[src/rtl/dsm_mod_param.sv]
`timescale 1ns/1ps
// dsm_mod_param: parametrised first/second-order delta-sigma modulator producing a 1-bit density stream.
// Optional quantiser dither is compiled in when the macro DSM_DITHER_EN is defined.
module dsm_mod_param #(
    parameter int WIDTH = 16,
    parameter int ORDER = 2,
    parameter int GUARD = 4
) (
    input  logic                    clk,
    input  logic                    reset,
    input  logic                    en,
    input  logic signed [WIDTH-1:0] data_in,
    input  logic                    ovf_clr,
    output logic                    quant_out,
    output logic                    out_valid,
    output logic                    ovf
);
    localparam int ACCW = WIDTH + GUARD;
    localparam int SUMW = ACCW + 2;

    if (ORDER != 1 && ORDER != 2) begin : g_bad_order
        $error("dsm_mod_param: ORDER must be 1 or 2");
    end

    localparam logic signed [SUMW-1:0] ACC_MAX = {{3{1'b0}}, {(ACCW-1){1'b1}}};
    localparam logic signed [SUMW-1:0] ACC_MIN = {{3{1'b1}}, {(ACCW-1){1'b0}}};
    localparam logic signed [SUMW-1:0] FS_POS  = {{(SUMW-WIDTH){1'b0}}, 1'b1, {(WIDTH-1){1'b0}}};
    localparam logic signed [SUMW-1:0] FS_NEG  = {{(SUMW-WIDTH+1){1'b1}}, {(WIDTH-1){1'b0}}};

    function automatic logic signed [ACCW-1:0] sat(input logic signed [SUMW-1:0] v);
        if (v > ACC_MAX)
            return ACC_MAX[ACCW-1:0];
        else if (v < ACC_MIN)
            return ACC_MIN[ACCW-1:0];
        else
            return v[ACCW-1:0];
    endfunction

    function automatic logic clips(input logic signed [SUMW-1:0] v);
        return (v > ACC_MAX) || (v < ACC_MIN);
    endfunction

    logic signed [ACCW-1:0] i1_q, i1_d, i2_q, i2_d;
    logic                   quant_q, quant_d, valid_q, valid_d, ovf_q, ovf_d;
    logic signed [SUMW-1:0] x_s, fb_s, sum1, sum2, lvl, dith_s;
    logic                   clip1, clip2;

`ifdef DSM_DITHER_EN
    logic [15:0] lfsr_q, lfsr_d;

    // Fibonacci LFSR, taps 16,14,13,11; dither only touches the quantiser decision.
    always_comb begin
        lfsr_d = lfsr_q;
        if (en)
            lfsr_d = {lfsr_q[14:0], lfsr_q[15] ^ lfsr_q[13] ^ lfsr_q[12] ^ lfsr_q[10]};
        dith_s = SUMW'($signed({1'b0, lfsr_q[3:0]})) - SUMW'(8);
    end

    always_ff @(posedge clk or negedge reset) begin
        if (!reset)
            lfsr_q <= 16'hACE1;
        else
            lfsr_q <= lfsr_d;
    end
`else
    assign dith_s = '0;
`endif

    always_comb begin
        x_s     = SUMW'(data_in);
        fb_s    = quant_q ? FS_POS : FS_NEG;
        sum1    = SUMW'(i1_q) + x_s - fb_s;
        sum2    = SUMW'(i2_q) + SUMW'(i1_q) - fb_s;
        clip1   = clips(sum1);
        clip2   = (ORDER == 2) && clips(sum2);
        i1_d    = i1_q;
        i2_d    = i2_q;
        quant_d = quant_q;
        valid_d = en;
        ovf_d   = ovf_q;
        lvl     = '0;
        if (en) begin
            i1_d    = sat(sum1);
            i2_d    = (ORDER == 2) ? sat(sum2) : '0;
            lvl     = SUMW'((ORDER == 2) ? i2_d : i1_d) + dith_s;
            quant_d = (lvl >= 0);
        end
        // A clamp in this cycle outranks a simultaneous clear request.
        if (en && (clip1 || clip2))
            ovf_d = 1'b1;
        else if (ovf_clr)
            ovf_d = 1'b0;
    end

    always_ff @(posedge clk or negedge reset) begin
        if (!reset) begin
            i1_q    <= '0;
            i2_q    <= '0;
            quant_q <= 1'b0;
            valid_q <= 1'b0;
            ovf_q   <= 1'b0;
        end else begin
            i1_q    <= i1_d;
            i2_q    <= i2_d;
            quant_q <= quant_d;
            valid_q <= valid_d;
            ovf_q   <= ovf_d;
        end
    end

    assign quant_out = quant_q;
    assign out_valid = valid_q;
    assign ovf       = ovf_q;
endmodule

[config.mk]
export PLATFORM = sky130hd
export DESIGN_NAME = dsm_mod_param
export DESIGN_NICKNAME = d
export VERILOG_FILES = /design/src/rtl/dsm_mod_param.sv
export SDC_FILE = /design/constraint.sdc
export NUM_CORES = 1
export LEC_CHECK = 0
export BUFFER_PORTS_ARGS = -buffer_cell sky130_fd_sc_hd__buf_2
export CORE_ASPECT_RATIO = 1.1
export CORE_MARGIN = 3
export CORE_UTILIZATION = 43
export CTS_BUF_LIST = sky130_fd_sc_hd__clkbuf_8
export DETAILED_ROUTE_END_ITERATION = 12
export GPL_ROUTABILITY_DRIVEN = 0
export HOLD_SLACK_MARGIN = 0.03
export PLACE_DENSITY = 0.67
export SLEW_MARGIN = 0
export SYNTH_ARGS = -nofsm -noshare
export SYNTH_HDL_FRONTEND = slang
export SYNTH_SLANG_ARGS = --single-unit
[constraint.sdc]
create_clock -name clk -period 6.9 [get_ports clk]
set_input_delay 1.035 -clock clk [delete_from_list [all_inputs] [get_ports clk]]
set_output_delay 1.035 -clock clk [all_outputs]
set_load 0.01 [all_outputs]
# Word level (Yosys, flattened, before mapping)

Cells that the tools add are included.

Flip-flop bits (word level): 43
Input port bits: 20
Output and inout bits: 3
Word-level logic and storage cells: 27

$add $sub $neg: 4
Order comparisons: 5
Multiplexer cells: 8
Reduce and logical (&&, ||, !) cells: 5

Operators with widths:

| cell                                                 | count |
|---|---|
| two-way mux 20 bit                                   | 5 |
| > comparator 22 x 20 -> 1 bit, second input constant | 2 |
| < comparator 22 x 20 -> 1 bit, second input constant | 2 |
| subtractor 21 x 22 -> 22 bit                         | 2 |
| two-way mux 22 bit                                   | 1 |
| adder 20 x 16 -> 21 bit                              | 1 |
| adder 20 x 20 -> 21 bit                              | 1 |
| >= comparator 20 x 1 -> 1 bit, second input constant | 1 |
| logical OR 1 bit                                     | 3 |
| two-way mux 1 bit                                    | 2 |
| nonzero test 2 bit                                   | 1 |
| logical AND 1 bit                                    | 1 |

# Logic depth before layout (Yosys ltp)

Word-level depth: 7
Depth in mapped cells: 15
Depth with buffers taken out: 13

# Worst setup path after synthesis

No wires, ideal clock.

Path type: in2reg
Start point: input port data_in[15]
End point: register ovf_q (netlist: ovf)
Library setup time: 87 ps
Data arrival time: 3689 ps
Data required time: 6813 ps
Slack: 3124 ps
Cell stages on the path: 15
Buffers on the path: 2
Path through: inv_1 fa_1 inv_1 ha_1 buf_2 a21o_1 a31oi_1 o21ai_1 a2111oi_2 a21oi_1 nor3_2 o21ai_1 buf_2 and3b_1 a22oi_1

Word-level cells in the longest chain between the ends: 7

Ends and longest elaborated chain:

| what                                                                                  | line | text |
|---|---|---|
| start, declared                                                                       | 12   | `input logic signed [WIDTH-1:0] data_in,` |
| adder 20 x 16 -> 21 bit *                                                             | 72   | `sum1 = SUMW'(i1_q) + x_s - fb_s;` |
| subtractor 21 x 22 -> 22 bit *                                                        | 72   |  |
| > comparator 22 x 20 -> 1 bit / < comparator 22 x 20 -> 1 bit (equally long branches) | 40   | `return (v > ACC_MAX) \|\| (v < ACC_MIN);` |
| logical OR 1 bit *                                                                    | 40   |  |
| logical OR 1 bit *                                                                    | 89   | `if (en && (clip1 \|\| clip2))` |
| logical AND 1 bit *                                                                   | 89   |  |
| two-way mux 1 bit / nonzero test 2 bit (equally long branches)                        | n/a  |  |
| end signal, assigned                                                                  | 107  | `ovf_q <= ovf_d;` |
| end, declared                                                                         | 44   | `logic quant_q, quant_d, valid_q, valid_d, ovf_q, ovf_d;` |

Every way passes the cells marked *; elsewhere a longest branch is shown, timed or not.
A chain may end at the register's enable or synchronous reset.

# Final worst setup path

Start point: register quant_q (netlist: quant_out)
End point: register i2_q[15]

Word-level cells in the longest chain between the ends: 6

Ends and longest elaborated chain:

| what                           | line | text |
|---|---|---|
| start, declared                | 44   |  |
| start signal, assigned         | 105  | `quant_q <= quant_d;` |
| two-way mux 22 bit *           | 71   | `fb_s = quant_q ? FS_POS : FS_NEG;` |
| subtractor 21 x 22 -> 22 bit * | 73   | `sum2 = SUMW'(i2_q) + SUMW'(i1_q) - fb_s;` |
| < comparator 22 x 20 -> 1 bit  | 33   | `else if (v < ACC_MIN)` |
| two-way mux 20 bit             | 33   |  |
| two-way mux 20 bit *           | 31   | `if (v > ACC_MAX)` |
| two-way mux 20 bit *           | 82   | `if (en) begin` |
| end signal, assigned           | 104  | `i2_q <= i2_d;` |
| end, declared                  | 43   | `logic signed [ACCW-1:0] i1_q, i1_d, i2_q, i2_d;` |

Every way passes the cells marked *; elsewhere a longest branch is shown, timed or not. The select of a mux whose other input is x is not followed.

==> flow_summary.toml <==
[outcome]
status = "complete, no violations"

[final_layout]
fin_nets = 681
area_delta_synth_final_pct = 6.98
insertedDiodeCount = 0
final_cell_mix = "inv_1, ha_1, a21oi_1"
drive_above_1_share_pct = 11.0
final_common_cell = "inv_1"

[routing]
finalWirelength_mm = 10.2
postRouteAntennaNets = 0
vias_per_cell = 5.40
drt_iter0_markers = 166
drt_pass1_iterations = 4
drc = 0
dr_total_vias = 3912
wl_per_cell_um = 14.1

[worst_hold_path]
min_to = "i2_q[0]$_DFFE_PN0P_"
min_path_cells = 2
hp-start = "i2_q[0]$_DFFE_PN0P_"
holdCritPathClass = "flop to flop"

[timing]
tightestPinTransition_ps = 964
relSlewSlack_pct = 35.7
max_freq_ghz = 0.247
drv_slew = 0
rsz0062_at_grt = "false"
finalSetupTns_ps = 0
finalSetupViolCount = 0
fin_skew_ps = 10.2
timing.hold.ws_ps = 547
period_needed_ps = 4050
finalHoldViolations = 0
fin_crit_sh_pct = 58.7

[clock_network]
cts_buffer_depth = 2
postCtsSetupBuffers = 0
clkTransAtPathRegs_ps = 100
htree_levels = 2
cts_tree = "yes"
cts_sinks = 43
numCtsBuffers = 5
cts-hold-fix-buffers = 0
post_cts_resized = 0
clock_latency_ps = 310
cts-root-buf = "clkbuf_8"

[floorplan]
die_y_um = 116
coreArea_um2 = 10500
row_count = 39
io_pins = 23
die-area_um2 = 12300
dieWidth_um = 106
initial_core_util_pct = 44.7

[worst_setup_path]
crit_type = "flop to flop"
r2r-end = "i2_q[15]$_DFFE_PN0P_"
cp.arrival_ps = 4200
cp.required_ps = 7050
slowest_delay_ps = 650
r2r-start = "quant_out$_DFFE_PN0P_"
cp-start-kind = "flop"
slowest_stage = "dfrtp_1"
worstPathCellList = "inv_1 > fa_1 > inv_1 > ha_1 > a21oi_1 > nor2b_1 > a221oi_1 > a311o_1 > a41oi_2 > xor2_2 > o21ai_2 > nand2_2 > o221ai_1"
endpoint_kind = "flop"
worst-r2r-cell-count = 13
critPathMaxFanout = 17
reg2reg_slack_ps = 2850
crit_top_cell = "inv_1"

[synthesis]
netlist_instances = 564
synth_compound_area_share_pct = 25.9
synth_top_family_by_area = "compound AO/OA/AOI/OAI gates"
synth_edf_count = 0
synthMuxAreaShare_pct = 0.663
syn_area_um2 = 4720
syn_nets = 664
yosys_most_used_dff = "dfrtp_1"
ys_types = 66
yosys_warnings = 0
ys_seq_elements = 43
synthAdderAreaFrac_pct = 22.5
synth_xor_area_share_pct = 6.47
yosys.area_share.simple_pct = 10.2
seq_area_frac_synth_pct = 22.8
syn_area_per_cell_um2 = 8.36
async_reset_ff_share_pct = 100

[placement]
port_buffers = 22
dpl.hpwl_mm = 7.98

[grt]
grt_overflow = 0
antenna_found_initial = 0
grt_usage_pct = 17.4
grt_pass1_vias = 3827
grt_first_pass_wirelength_mm = 17.6
grt_max_degree = 44

[run]
cap_violations = 0
metrics by stage:
stage	worst slack, ps	area [µm²]	instances	utilization (%)
after global routing	2440	5040	725	47.9
after detailed placement	2640	4950	717	47.0
after CTS	2810	5040	725	47.9
final	2850	5040	725	47.9
after floorplan	3120	4720	564	-
after global placement	2770	4950	717	47.0
final cells by class:
class                           count  area [µm²]
Fill cell                        1065        5500
Timing Repair Buffer               25         133
Sequential cell                    43        1080
Tap cell                          143         179
Inverter                          124         465
Clock inverter                      3        26.3
Clock buffer                        5        68.8
Multi-Input combinational cell    382        3100
critical path: cells and delay by family, from the launching register on:
kind,cells,cell delay [ps]
buffers and inverters,2,240
adder cells (fa/ha/maj),2,910
AND/OR/NAND/NOR,2,600
XOR/XNOR,1,240
flip-flops,1,650
AO/OA/AOI/OAI,6,1240
sequential cells by signal, indices dropped and copies added, names as in the netlist:
register   count
i1_q          20
ovf            1
quant_out      1
i2_q          20
out_valid      1
cell families after synthesis:
| family | count (synthesis) |
|---|---|
| DFF | 43 |
| and+or+nand+nor | 96 |
| AOI/OAI and AO/OA | 169 |
| adders and majority gates | 80 |
| muxes | 3 |
| xor gates and xnor gates | 34 |
| buffers and inverters | 139 |
metal layers:
metal / routed length, µm / GRT usage, %
met1: 4730 / 22.9
met2: 4940 / 30.9
met5: 0 / 0
met4: 127 / 3.97
met3: 397 / 2.17
cells in the mapped netlist, drive strengths merged, types with 2 or more instances:
cell type / number / area, µm²
xor2: 18 / 165
o21ai: 29 / 149
or2: 3 / 18.8
a211oi: 18 / 135
inv: 124 / 465
nor3: 6 / 40.0
nand2b: 3 / 18.8
ha: 72 / 901
mux2i: 2 / 20.0
clkbuf: 7 / 26.3
nand2: 29 / 114
and3: 2 / 12.5
a31oi: 3 / 18.8
o21bai: 3 / 22.5
a41oi: 2 / 25.0
nor3b: 2 / 15.0
nor2: 27 / 101
o211ai: 8 / 70.1
nand3: 10 / 50.1
buf: 8 / 51.3
fa: 8 / 160
nor2b: 5 / 33.8
o221ai: 18 / 220
xnor2: 16 / 140
o2111ai: 2 / 35.0
dfrtp: 43 / 1080
o31a: 2 / 17.5
a21oi: 58 / 294
a21o: 9 / 67.6
o21a: 4 / 30.0
worst max path at each step:
stage	start	to	slack, ps
floorplan	data_in[15]	ovf$_DFFE_PN0P_	3120
global placement	data_in[15]	i1_q[3]$_DFFE_PN0P_	2770
detailed placement	data_in[15]	i1_q[16]$_DFFE_PN0P_	2640
CTS	quant_out$_DFFE_PN0P_	i2_q[18]$_DFFE_PN0P_	2810
global route	quant_out$_DFFE_PN0P_	i2_q[13]$_DFFE_PN0P_	2440
finish	quant_out$_DFFE_PN0P_	i2_q[15]$_DFFE_PN0P_	2850
Power is not shown: default switching activity piles up to over one toggle a cycle in this logic, so the estimate is an artifact.
